[config.mk]
export PLATFORM = sky130hd
export DESIGN_NAME = bandai_eeprom_i2c
export DESIGN_NICKNAME = d
export VERILOG_FILES = /design/src/rtl/bandai_eeprom_i2c.sv
export SDC_FILE = /design/constraint.sdc
export NUM_CORES = 1
export LEC_CHECK = 0
export BUFFER_PORTS_ARGS = -buffer_cell sky130_fd_sc_hd__buf_4
export CAP_MARGIN = 10
export CORE_MARGIN = 4
export CORE_UTILIZATION = 62
export CTS_CLUSTER_DIAMETER = 150
export CTS_CLUSTER_SIZE = 14
export DETAILED_ROUTE_END_ITERATION = 8
export PLACE_DENSITY = 0.88
export REMOVE_ABC_BUFFERS = 1
export SYNTH_ARGS = -nofsm -noshare
export SYNTH_HDL_FRONTEND = slang
export SYNTH_SLANG_ARGS = --single-unit
[constraint.sdc]
create_clock -name clk -period 4.8 [get_ports clk]
set_input_delay 0.96 -clock clk [delete_from_list [all_inputs] [get_ports clk]]
set_output_delay 0.96 -clock clk [all_outputs]
set_load 0.05 [all_outputs]
[src/rtl/bandai_eeprom_i2c.sv]
// ----------------------------------------------------------------------------
// bandai_eeprom_i2c
// 24C02-class serial EEPROM emulator sitting behind the Bandai FCG/LZ93D50
// register decoder. The mapper passes the SCL/SDA levels written by the CPU.
// This block returns the open-drain SDA drive, which the mapper folds into
// the CPU read data. Byte storage is external save memory, reached through
// a simple synchronous port.
//
// Ports:
//   clk       system clock, all state changes on its rising edge
//   rst       synchronous active-high reset
//   scl       SCL level from the mapper register
//   sda_in    SDA level driven by the host
//   sda_out   device SDA drive (1 = released, 0 = pull low)
//   mem_addr  byte address to save memory
//   mem_we    one-clock write strobe
//   mem_dout  write data
//   mem_re    one-clock read strobe
//   mem_din   read data, valid one clock after mem_re
//   busy      high whenever the protocol engine is not idle
// ----------------------------------------------------------------------------
module bandai_eeprom_i2c #(
   parameter int unsigned AW        = 8,
   parameter int unsigned PAGE_BITS = 3,
   parameter logic [3:0]  DEV_ID    = 4'b1010
) (
   input  logic          clk,
   input  logic          rst,
   input  logic          scl,
   input  logic          sda_in,
   output logic          sda_out,
   output logic [AW-1:0] mem_addr,
   output logic          mem_we,
   output logic [7:0]    mem_dout,
   output logic          mem_re,
   input  logic [7:0]    mem_din,
   output logic          busy
);

   typedef enum logic [3:0] {
      IDLE, DEV, DEV_ACK, WADDR, WADDR_ACK, WDATA, WDATA_ACK, RDATA, RDATA_ACK
   } state_t;

   state_t        state, state_nx;
   logic          scl_q, sda_q;
   logic [3:0]    bit_cnt;
   logic [7:0]    sr;        // incoming byte
   logic [7:0]    rd_sr;     // outgoing byte, MSB is the next bit to drive
   logic [AW-1:0] ptr;
   logic          wr_pend;   // byte complete, write strobe fires next clock
   logic          rd_lat;    // mem_din holds the requested byte this clock

   logic scl_rise, scl_fall, start_det, stop_det, bus_cond;
   logic bit_full, shift_st, dev_match;
   logic sda_nx, re_nx, rd_ack;

   assign scl_rise  = scl & ~scl_q;
   assign scl_fall  = ~scl & scl_q;
   // START/STOP need SCL high on both sides of the SDA transition
   assign start_det = scl & scl_q & sda_q & ~sda_in;
   assign stop_det  = scl & scl_q & ~sda_q & sda_in;
   assign bus_cond  = start_det | stop_det;
   assign bit_full  = (bit_cnt == 4'd8);
   assign shift_st  = (state == DEV) || (state == WADDR) || (state == WDATA);
   assign dev_match = (sr[7:4] == DEV_ID);

   // state register
   always_ff @(posedge clk) begin
      if (rst) state <= IDLE;
      else     state <= state_nx;
   end

   // next-state logic
   always_comb begin
      state_nx = state;
      if (start_det)      state_nx = DEV;
      else if (stop_det)  state_nx = IDLE;
      else begin
         case (state)
            DEV:       if (scl_fall && bit_full) state_nx = dev_match ? DEV_ACK : IDLE;
            DEV_ACK:   if (scl_fall) state_nx = sr[0] ? RDATA : WADDR;
            WADDR:     if (scl_fall && bit_full) state_nx = WADDR_ACK;
            WADDR_ACK: if (scl_fall) state_nx = WDATA;
            WDATA:     if (scl_fall && bit_full) state_nx = WDATA_ACK;
            WDATA_ACK: if (scl_fall) state_nx = WDATA;
            RDATA:     if (scl_fall && bit_full) state_nx = RDATA_ACK;
            RDATA_ACK: if (scl_rise) state_nx = sda_in ? IDLE : RDATA;
            default:   state_nx = IDLE;
         endcase
      end
   end

   // output decode: next SDA drive and read-strobe requests
   always_comb begin
      sda_nx = sda_out;
      re_nx  = 1'b0;
      rd_ack = 1'b0;
      busy   = (state != IDLE);
      if (bus_cond) begin
         sda_nx = 1'b1;
      end else begin
         case (state)
            DEV: if (scl_fall && bit_full && dev_match) begin
               sda_nx = 1'b0;
               // read request: fetch now so the byte is ready before the ACK ends
               re_nx  = sr[0];
            end
            WADDR, WDATA:         if (scl_fall && bit_full) sda_nx = 1'b0;
            DEV_ACK:              if (scl_fall) sda_nx = sr[0] ? rd_sr[7] : 1'b1;
            WADDR_ACK, WDATA_ACK: if (scl_fall) sda_nx = 1'b1;
            RDATA:                if (scl_fall) sda_nx = bit_full ? 1'b1 : rd_sr[7];
            RDATA_ACK: if (scl_rise && !sda_in) begin
               rd_ack = 1'b1;
               re_nx  = 1'b1;
            end
            default: ;
         endcase
      end
   end

   // control registers and memory port
   always_ff @(posedge clk) begin
      if (rst) begin
         scl_q    <= 1'b1;
         sda_q    <= 1'b1;
         bit_cnt  <= '0;
         ptr      <= '0;
         wr_pend  <= 1'b0;
         rd_lat   <= 1'b0;
         sda_out  <= 1'b1;
         mem_we   <= 1'b0;
         mem_re   <= 1'b0;
         mem_addr <= '0;
         mem_dout <= '0;
      end else begin
         scl_q   <= scl;
         sda_q   <= sda_in;
         sda_out <= sda_nx;
         mem_re  <= re_nx;
         mem_we  <= 1'b0;
         rd_lat  <= mem_re;
         if (re_nx) mem_addr <= rd_ack ? ptr + 1'b1 : ptr;
         if (wr_pend) begin
            mem_we   <= 1'b1;
            mem_addr <= ptr;
            mem_dout <= sr;
            // page write: only the low PAGE_BITS advance
            ptr      <= {ptr[AW-1:PAGE_BITS], ptr[PAGE_BITS-1:0] + 1'b1};
            wr_pend  <= 1'b0;
         end
         if (rd_ack) ptr <= ptr + 1'b1;
         if (start_det) begin
            bit_cnt <= '0;
         end else if (!stop_det) begin
            if (scl_rise && !bit_full && (shift_st || state == RDATA)) begin
               bit_cnt <= bit_cnt + 1'b1;
               if (state == WDATA && bit_cnt == 4'd7) wr_pend <= 1'b1;
            end
            if (scl_fall) begin
               case (state)
                  WADDR:                         if (bit_full) ptr <= AW'(sr);
                  DEV_ACK, WADDR_ACK, WDATA_ACK: bit_cnt <= '0;
                  default: ;
               endcase
            end
            if (rd_ack) bit_cnt <= '0;
         end
      end
   end

   // byte shifters (data path, no reset)
   always_ff @(posedge clk) begin
      if (rd_lat) rd_sr <= mem_din;
      if (!bus_cond) begin
         if (scl_rise && !bit_full && shift_st) sr <= {sr[6:0], sda_in};
         if (scl_fall && ((state == DEV_ACK && sr[0]) || (state == RDATA && !bit_full)))
            rd_sr <= {rd_sr[6:0], 1'b0};
      end
   end

endmodule

==> results of run 1 <==
[registers in the layout, summed over array words and instances, names as in the netlist]
| signal | flops |
|---|---|
| bit_cnt | 4 |
| mem_addr | 8 |
| mem_dout | 8 |
| mem_re | 1 |
| mem_we | 1 |
| ptr | 8 |
| rd_lat | 1 |
| rd_sr | 8 |
| scl_q | 1 |
| sda_out | 1 |
| sda_q | 1 |
| sr | 8 |
| state | 4 |
| wr_pend | 1 |
[power by group through the flow]
stage | logic [uW] | registers, uW | clock network, uW
after floorplan | 146 | 535 | 0
after global placement | 209 | 535 | 0
after detailed placement | 215 | 534 | 0
after CTS | 218 | 523 | 282
after global routing | 242 | 530 | 303
final | 222 | 526 | 274
[how the worst min path moves through the flow]
stage,start,to,slack (ns),cells after the start
CTS,rd_sr[0],rd_sr[1],0.47,2
finish,rd_sr[3],rd_sr[4],0.46,2
global placement,rd_sr[0],rd_sr[1],0.43,2
detailed placement,rd_sr[0],rd_sr[1],0.44,2
global route,mem_re,rd_lat,0.49,1
floorplan,rd_sr[0],rd_sr[1],0.42,2
[kinds of logic after synthesis]
| family | Yosys count | synth area share [%] |
|---|---|---|
| simple gates | 104 | 21.8 |
| mux | 19 | 7.27 |
| buf+inv | 22 | 3.35 |
| fa+ha+maj | 3 | 1.43 |
| flops | 55 | 45.1 |
| xor+xnor | 12 | 4.02 |
| compound gates | 66 | 17.0 |
[worst min-delay path, stage by stage (launching register included)]
cell and delay (ns):
dfxtp_1 0.34, nand2_1 0.04, o21ai_0 0.05
[through the flow]
step           instances  setup WS (ns)  cell area [um^2]  hold WS [ns]
2_1_floorplan        266           2.37              2560         0.424
3_3_place_gp         347           2.07              2850         0.430
3_5_place_dp         347           1.94              2850         0.439
4_1_cts              355           2.26              2950         0.468
5_1_grt              356           2.04              2950         0.491
6_report             356           2.19              2950         0.457
[cells in the final DEF (no fill, tap or decap), types with 2 or more instances in the layout]
master	count
dfxtp_1	47
nor2_1	38
buf_4	31
mux2i_1	19
nand2_1	17
o21ai_0	17
a21oi_1	11
a211oi_1	9
edfxtp_1	8
inv_1	7
xor2_1	6
xnor2_1	6
nor2b_1	5
and3_1	5
nand4_1	5
a2111oi_0	5
clkbuf_8	5
a21boi_0	4
nand3_1	4
nor3b_1	4
nand2b_1	3
or2_2	3
a31oi_1	3
o21bai_1	3
ha_1	3
a32oi_1	2
a311oi_1	2
and4bb_2	2
or3_1	2
o41ai_1	2
and4_1	2
[synthesized netlist by cell type (2+ instances only)]
| cell | n |
|---|---|
| nand3_1 | 4 |
| a21boi_0 | 4 |
| o21bai_1 | 3 |
| buf_2 | 3 |
| and4_1 | 2 |
| nor3b_1 | 4 |
| and3_1 | 5 |
| xor2_1 | 6 |
| nand2_1 | 17 |
| ha_1 | 3 |
| edfxtp_1 | 8 |
| nand2b_1 | 3 |
| o41ai_1 | 2 |
| clkbuf_1 | 10 |
| a32oi_1 | 2 |
| or3_1 | 2 |
| dfxtp_1 | 47 |
| mux2i_1 | 19 |
| a211oi_1 | 9 |
| xnor2_1 | 6 |
| or2_2 | 3 |
| nor2_1 | 38 |
| nor2b_1 | 5 |
| o21ai_0 | 17 |
| inv_1 | 7 |
| a2111oi_0 | 5 |
| a311oi_1 | 2 |
| and4bb_2 | 2 |
| a31oi_1 | 3 |
| a21oi_1 | 11 |
| nand4_1 | 5 |
[routing by layer]
metal	vias up	part of all wire, %	routed length, um	track usage (%)
met5	-	0	0	0
met4	0	2.6	146	10.7
met3	17	8.1	454	5.79
met2	105	47	2660	36.5
met1	1014	42	2370	31.3
li1	1070	-	-	-
[layout make-up]
| cell class | count | area, um^2 |
|---|---|---|
| multi-input cells | 204 | 1350 |
| flip-flops and latches | 55 | 1180 |
| fillers | 295 | 1080 |
| repair buffers | 32 | 238 |
| clock buffers | 5 | 68.8 |
| well taps | 50 | 62.6 |
| clock inverters | 3 | 27.5 |
| inverters | 7 | 26.3 |
==> results.json, run 1 <==
{
  "post-route-period-util_pct": 54.3,
  "coreArea_mm2": 0.00403,
  "sw_frac_of_total_pct": 34.3,
  "maxCapViolations": 0,
  "r2r_cells": 5,
  "drv_slew": 0,
  "relSlewSlack_pct": 30.5,
  "detail_route.wl_per_cell_um": 15.8,
  "gp_congestion": 0.965,
  "hold_viol_final": 0,
  "numCtsBuffers": 5,
  "synth_area_leader_cell": "dfxtp_1",
  "die_x_um": 73.0,
  "rrSetupSlack_ns": 2.33,
  "rows": 23,
  "cp_num_cells": 6,
  "crit_path_end_kind": "flip-flop",
  "area_delta_synth_final_pct": 12.8,
  "clock_latency_ns": 0.32,
  "diodes": 0,
  "ys_warn_count": 0,
  "routed_wl_um": 5640,
  "path_class": "in2reg",
  "worstPathArrival_ns": 2.76,
  "viasPerCell": 6.20,
  "grt.total_usage_pct": 23.6,
  "synthArstFlopShare_pct": 0,
  "finalCriticalPeriod_ns": 2.61,
  "comb_power_share_pct": 21.7,
  "clkTransAtPathRegs_ns": 0.10,
  "synth_top_area_share_pct": 35.9,
  "skew_ns": 0.00630,
  "htreeDepth": 2,
  "ys_types": 55,
  "intPower_uw": 672,
  "setup_viol": 0,
  "port_buffers": 31,
  "cp_top_family": "simple AND/OR/NAND/NOR gates",
  "clkPwrFrac_pct": 26.8,
  "rr_endpoint": "mem_addr[3]",
  "die_area_mm2": 0.00533,
  "start_util_pct": 65.0,
  "netlist_area_mm2": 0.00262,
  "nNetsFinal": 320,
  "cts.repair.resized": 0,
  "grt_pass1_wl_um": 9840,
  "grt_pass1_vias": 2024,
  "ios": 32,
  "cpMostUsedCell": "a2111oi_0",
  "clockBufferDepth": 2,
  "cts_sinks": 55,
  "cts_setup_buffers": 0,
  "cpPeakStageDelay_ns": 0.48,
  "min_path_type": "reg2reg",
  "antenna_found_initial": 0,
  "rsz0062_at_grt": "false",
  "p_leak_uw": 0.00107,
  "ys_ff_latch": 55,
  "critPathLaunch": "sda_in",
  "cp_cell_sequence": "buf_4 -> nor3b_1 -> nand2_1 -> and2_1 -> a2111oi_0 -> a2111oi_0",
  "worst_pin_slew_ns": 1.04,
  "yosys-top-cells-area": "dfxtp_1 (36%), edfxtp_1 (9.2%), mux2i_1 (7.3%)",
  "cp_slowest_cell": "nor3b_1",
  "avgSynthCellArea_um2": 9.31,
  "reg2reg_from": "state[3]",
  "hold_buffers": 0,
  "drc": 0,
  "fmaxAchievable_mhz": 383,
  "crit_fanout": 9,
  "ys.flop_type": "dfxtp_1",
  "finalSetupTns_ns": 0,
  "final_layout_size_suffix_gt1_share_pct": 16.3,
  "ir_drop_mv": 0.254,
  "vias": 2206,
  "grt_start_max_net_pins": 34,
  "die_y_um": 73.0,
  "ys_seq_area_share_pct": 45.1,
  "dr.pass1.iters": 5,
  "cp-endpoint": "mem_addr[3]",
  "gr-total-overflow": 0,
  "p_per_area_mw_per_mm2": 346,
  "cp_data_required_time_ns": 4.95,
  "p_switching_uw": 350,
  "synth_edf_count": 8,
  "fin_util_pct": 73.3,
  "path_buf_inv": 1,
  "cts_tree": "built",
  "cts_root_buf": "clkbuf_8",
  "netlist_instances": 281,
  "ant_nets": 0,
  "p_seq_share_pct": 51.5,
  "hpwl_um": 3890,
  "start_kind": "primary input",
  "status": "finished clean",
  "drt_iter0_markers": 198,
  "power_uw": 1020
}
Power figures use the tool's default switching activity.
==> run 2: changes to the inputs <==
--- a/config.mk
+++ b/config.mk
@@ -8,11 +8,11 @@
 export BUFFER_PORTS_ARGS = -buffer_cell sky130_fd_sc_hd__buf_4
 export CAP_MARGIN = 10
 export CORE_MARGIN = 4
-export CORE_UTILIZATION = 62
+export CORE_UTILIZATION = 57
 export CTS_CLUSTER_DIAMETER = 150
 export CTS_CLUSTER_SIZE = 14
 export DETAILED_ROUTE_END_ITERATION = 8
-export PLACE_DENSITY = 0.88
+export PLACE_DENSITY = 0.82
 export REMOVE_ABC_BUFFERS = 1
 export SYNTH_ARGS = -nofsm -noshare
 export SYNTH_HDL_FRONTEND = slang
==> constraint.sdc (replaced) <==
create_clock -name clk -period 2.6 [get_ports clk]
set_input_delay 0.52 -clock clk [delete_from_list [all_inputs] [get_ports clk]]
set_output_delay 0.52 -clock clk [all_outputs]
set_load 0.05 [all_outputs]
==> results.json, run 2 (same netlist as run 1, synthesis figures left out) <==
{
  "setup_slack_ns": 0.397,
  "cts_tree": "built",
  "cp_cell_sequence": "or4b_4 -> nor3_1 -> a21oi_1 -> a2111oi_0 -> a2111oi_0",
  "relSlewSlack_pct": 50.7,
  "p_leak_uw": 0.00112,
  "final_area_mm2": 0.00302,
  "grt_pass1_vias": 1931,
  "clock_latency_ns": 0.31,
  "vias": 2169,
  "routed_wl_um": 5350,
  "hold_buffers": 0,
  "grt.total_usage_pct": 20.1,
  "dp_cells": 359,
  "clockBufferDepth": 2,
  "grt_start_max_net_pins": 34,
  "gp_congestion": 0.909,
  "die_y_um": 75.8,
  "path_class": "reg2reg",
  "numCtsBuffers": 5,
  "hpwl_um": 3830,
  "mostFrequentLayoutCells": "dfxtp_1 (47), buf_4 (41), nor2_1 (38)",
  "drc": 0,
  "gr-total-overflow": 0,
  "finalCriticalPeriod_ns": 2.20,
  "hold_viol_final": 0,
  "start_kind": "flip-flop",
  "status": "finished clean",
  "fmaxAchievable_mhz": 454,
  "die_area_mm2": 0.00574,
  "die_x_um": 75.8,
  "cp_data_required_time_ns": 2.75,
  "cp_top_family": "simple AND/OR/NAND/NOR gates",
  "ios": 32,
  "skew_ns": 0.00964,
  "cpPeakStageDelay_ns": 0.58,
  "cp_slowest_cell": "or4b_4",
  "ant_nets": 0,
  "cpMostUsedCell": "a2111oi_0",
  "clkTransAtPathRegs_ns": 0.10,
  "rows": 24,
  "crit_fanout": 12,
  "rsz0062_at_grt": "false",
  "cts_sinks": 55,
  "detail_route.wl_per_cell_um": 14.6,
  "dpl_cell_area_mm2": 0.00293,
  "dr.pass1.iters": 4,
  "diodes": 0,
  "finalSetupTns_ns": 0,
  "nNetsFinal": 329,
  "post-route-period-util_pct": 84.7,
  "final_layout_size_suffix_gt1_share_pct": 18.7,
  "setup_viol": 0,
  "drv_slew": 0,
  "crit_path_end_kind": "flip-flop",
  "viasPerCell": 5.91,
  "drt_iter0_markers": 140,
  "cts_root_buf": "clkbuf_8",
  "area_delta_synth_final_pct": 15.4,
  "pre_cts_slack_ns": 0.341,
  "layout_commonest_cell": "dfxtp_1",
  "path_buf_inv": 0,
  "n_fill_cell": 369,
  "port_buffers": 31,
  "coreArea_mm2": 0.00441,
  "cts_setup_buffers": 0,
  "min_path_type": "in2reg",
  "worstPathArrival_ns": 2.35,
  "maxCapViolations": 0,
  "ir_drop_mv": 0.363,
  "grt_pass1_wl_um": 8930,
  "worst_pin_slew_ns": 0.732,
  "htreeDepth": 2,
  "p_per_area_mw_per_mm2": 623,
  "antenna_found_initial": 0,
  "start_util_pct": 59.3,
  "power_uw": 1880,
  "final_cells": 367,
  "cts.repair.resized": 0
}
[run 2: cell types whose count changed in the layout (fill, tap and decap cells not counted)]
cell        before  now
clkinv_2         0    1
buf_4           31   41
clkinv_4         0    1
buf_2            1    0
inv_8            1    0
clkinvlp_4       1    0
[run 2: final cells by class]
| type | count | area, um^2 | share of cell area [%] |
|---|---|---|---|
| repair buffers | 41 | 308 | 10.2 |
| clock buffers | 5 | 68.8 | 2.28 |
| flip-flops and latches | 55 | 1180 | 39.1 |
| multi-input cells | 204 | 1350 | 44.7 |
| well taps | 52 | 65.1 | 2.15 |
| clock inverters | 3 | 22.5 | 0.746 |
| inverters | 7 | 26.3 | 0.870 |
[run 2: final timing paths]
path              slack [ns]  startpoint          end  cells after the start
setup / recovery        0.40    state[2]  mem_addr[3]                      5
hold / removal          0.45      sda_in        sr[0]                      1
setup reg to reg        0.40    state[2]  mem_addr[3]                      5
hold reg to reg         0.47    rd_sr[6]     rd_sr[7]                      2
[run 2: per-layer routing]
metal	share of wire, %	up-vias	global-route usage [%]
met5	0	-	0
met4	1.0	0	5.63
met3	5.3	7	4.62
met2	47	54	31.5
met1	47	1017	27.9
li1	-	1091	-
[run 2: power breakdown]
part / total [uW] / internal [uW] / switching [uW]
clock: 480 / 194 / 287
combinational: 453 / 176 / 277
sequential: 948 / 893 / 54.8
[run 2: worst reg2reg max path, delay by kind of cell (launching register included)]
family | cells | cell delay (ns)
AND/OR/NAND/NOR | 2 | 1.00
AO/OA/AOI/OAI | 3 | 0.62
flip-flops | 1 | 0.44
[run 2: per-stage QoR]
step                hold slack (ns)  util [%]
floorplan                     0.424         -
global placement              0.435      66.4
detailed placement            0.449      66.4
CTS                           0.436      68.4
global route                  0.440      68.4
finish                        0.445      68.4
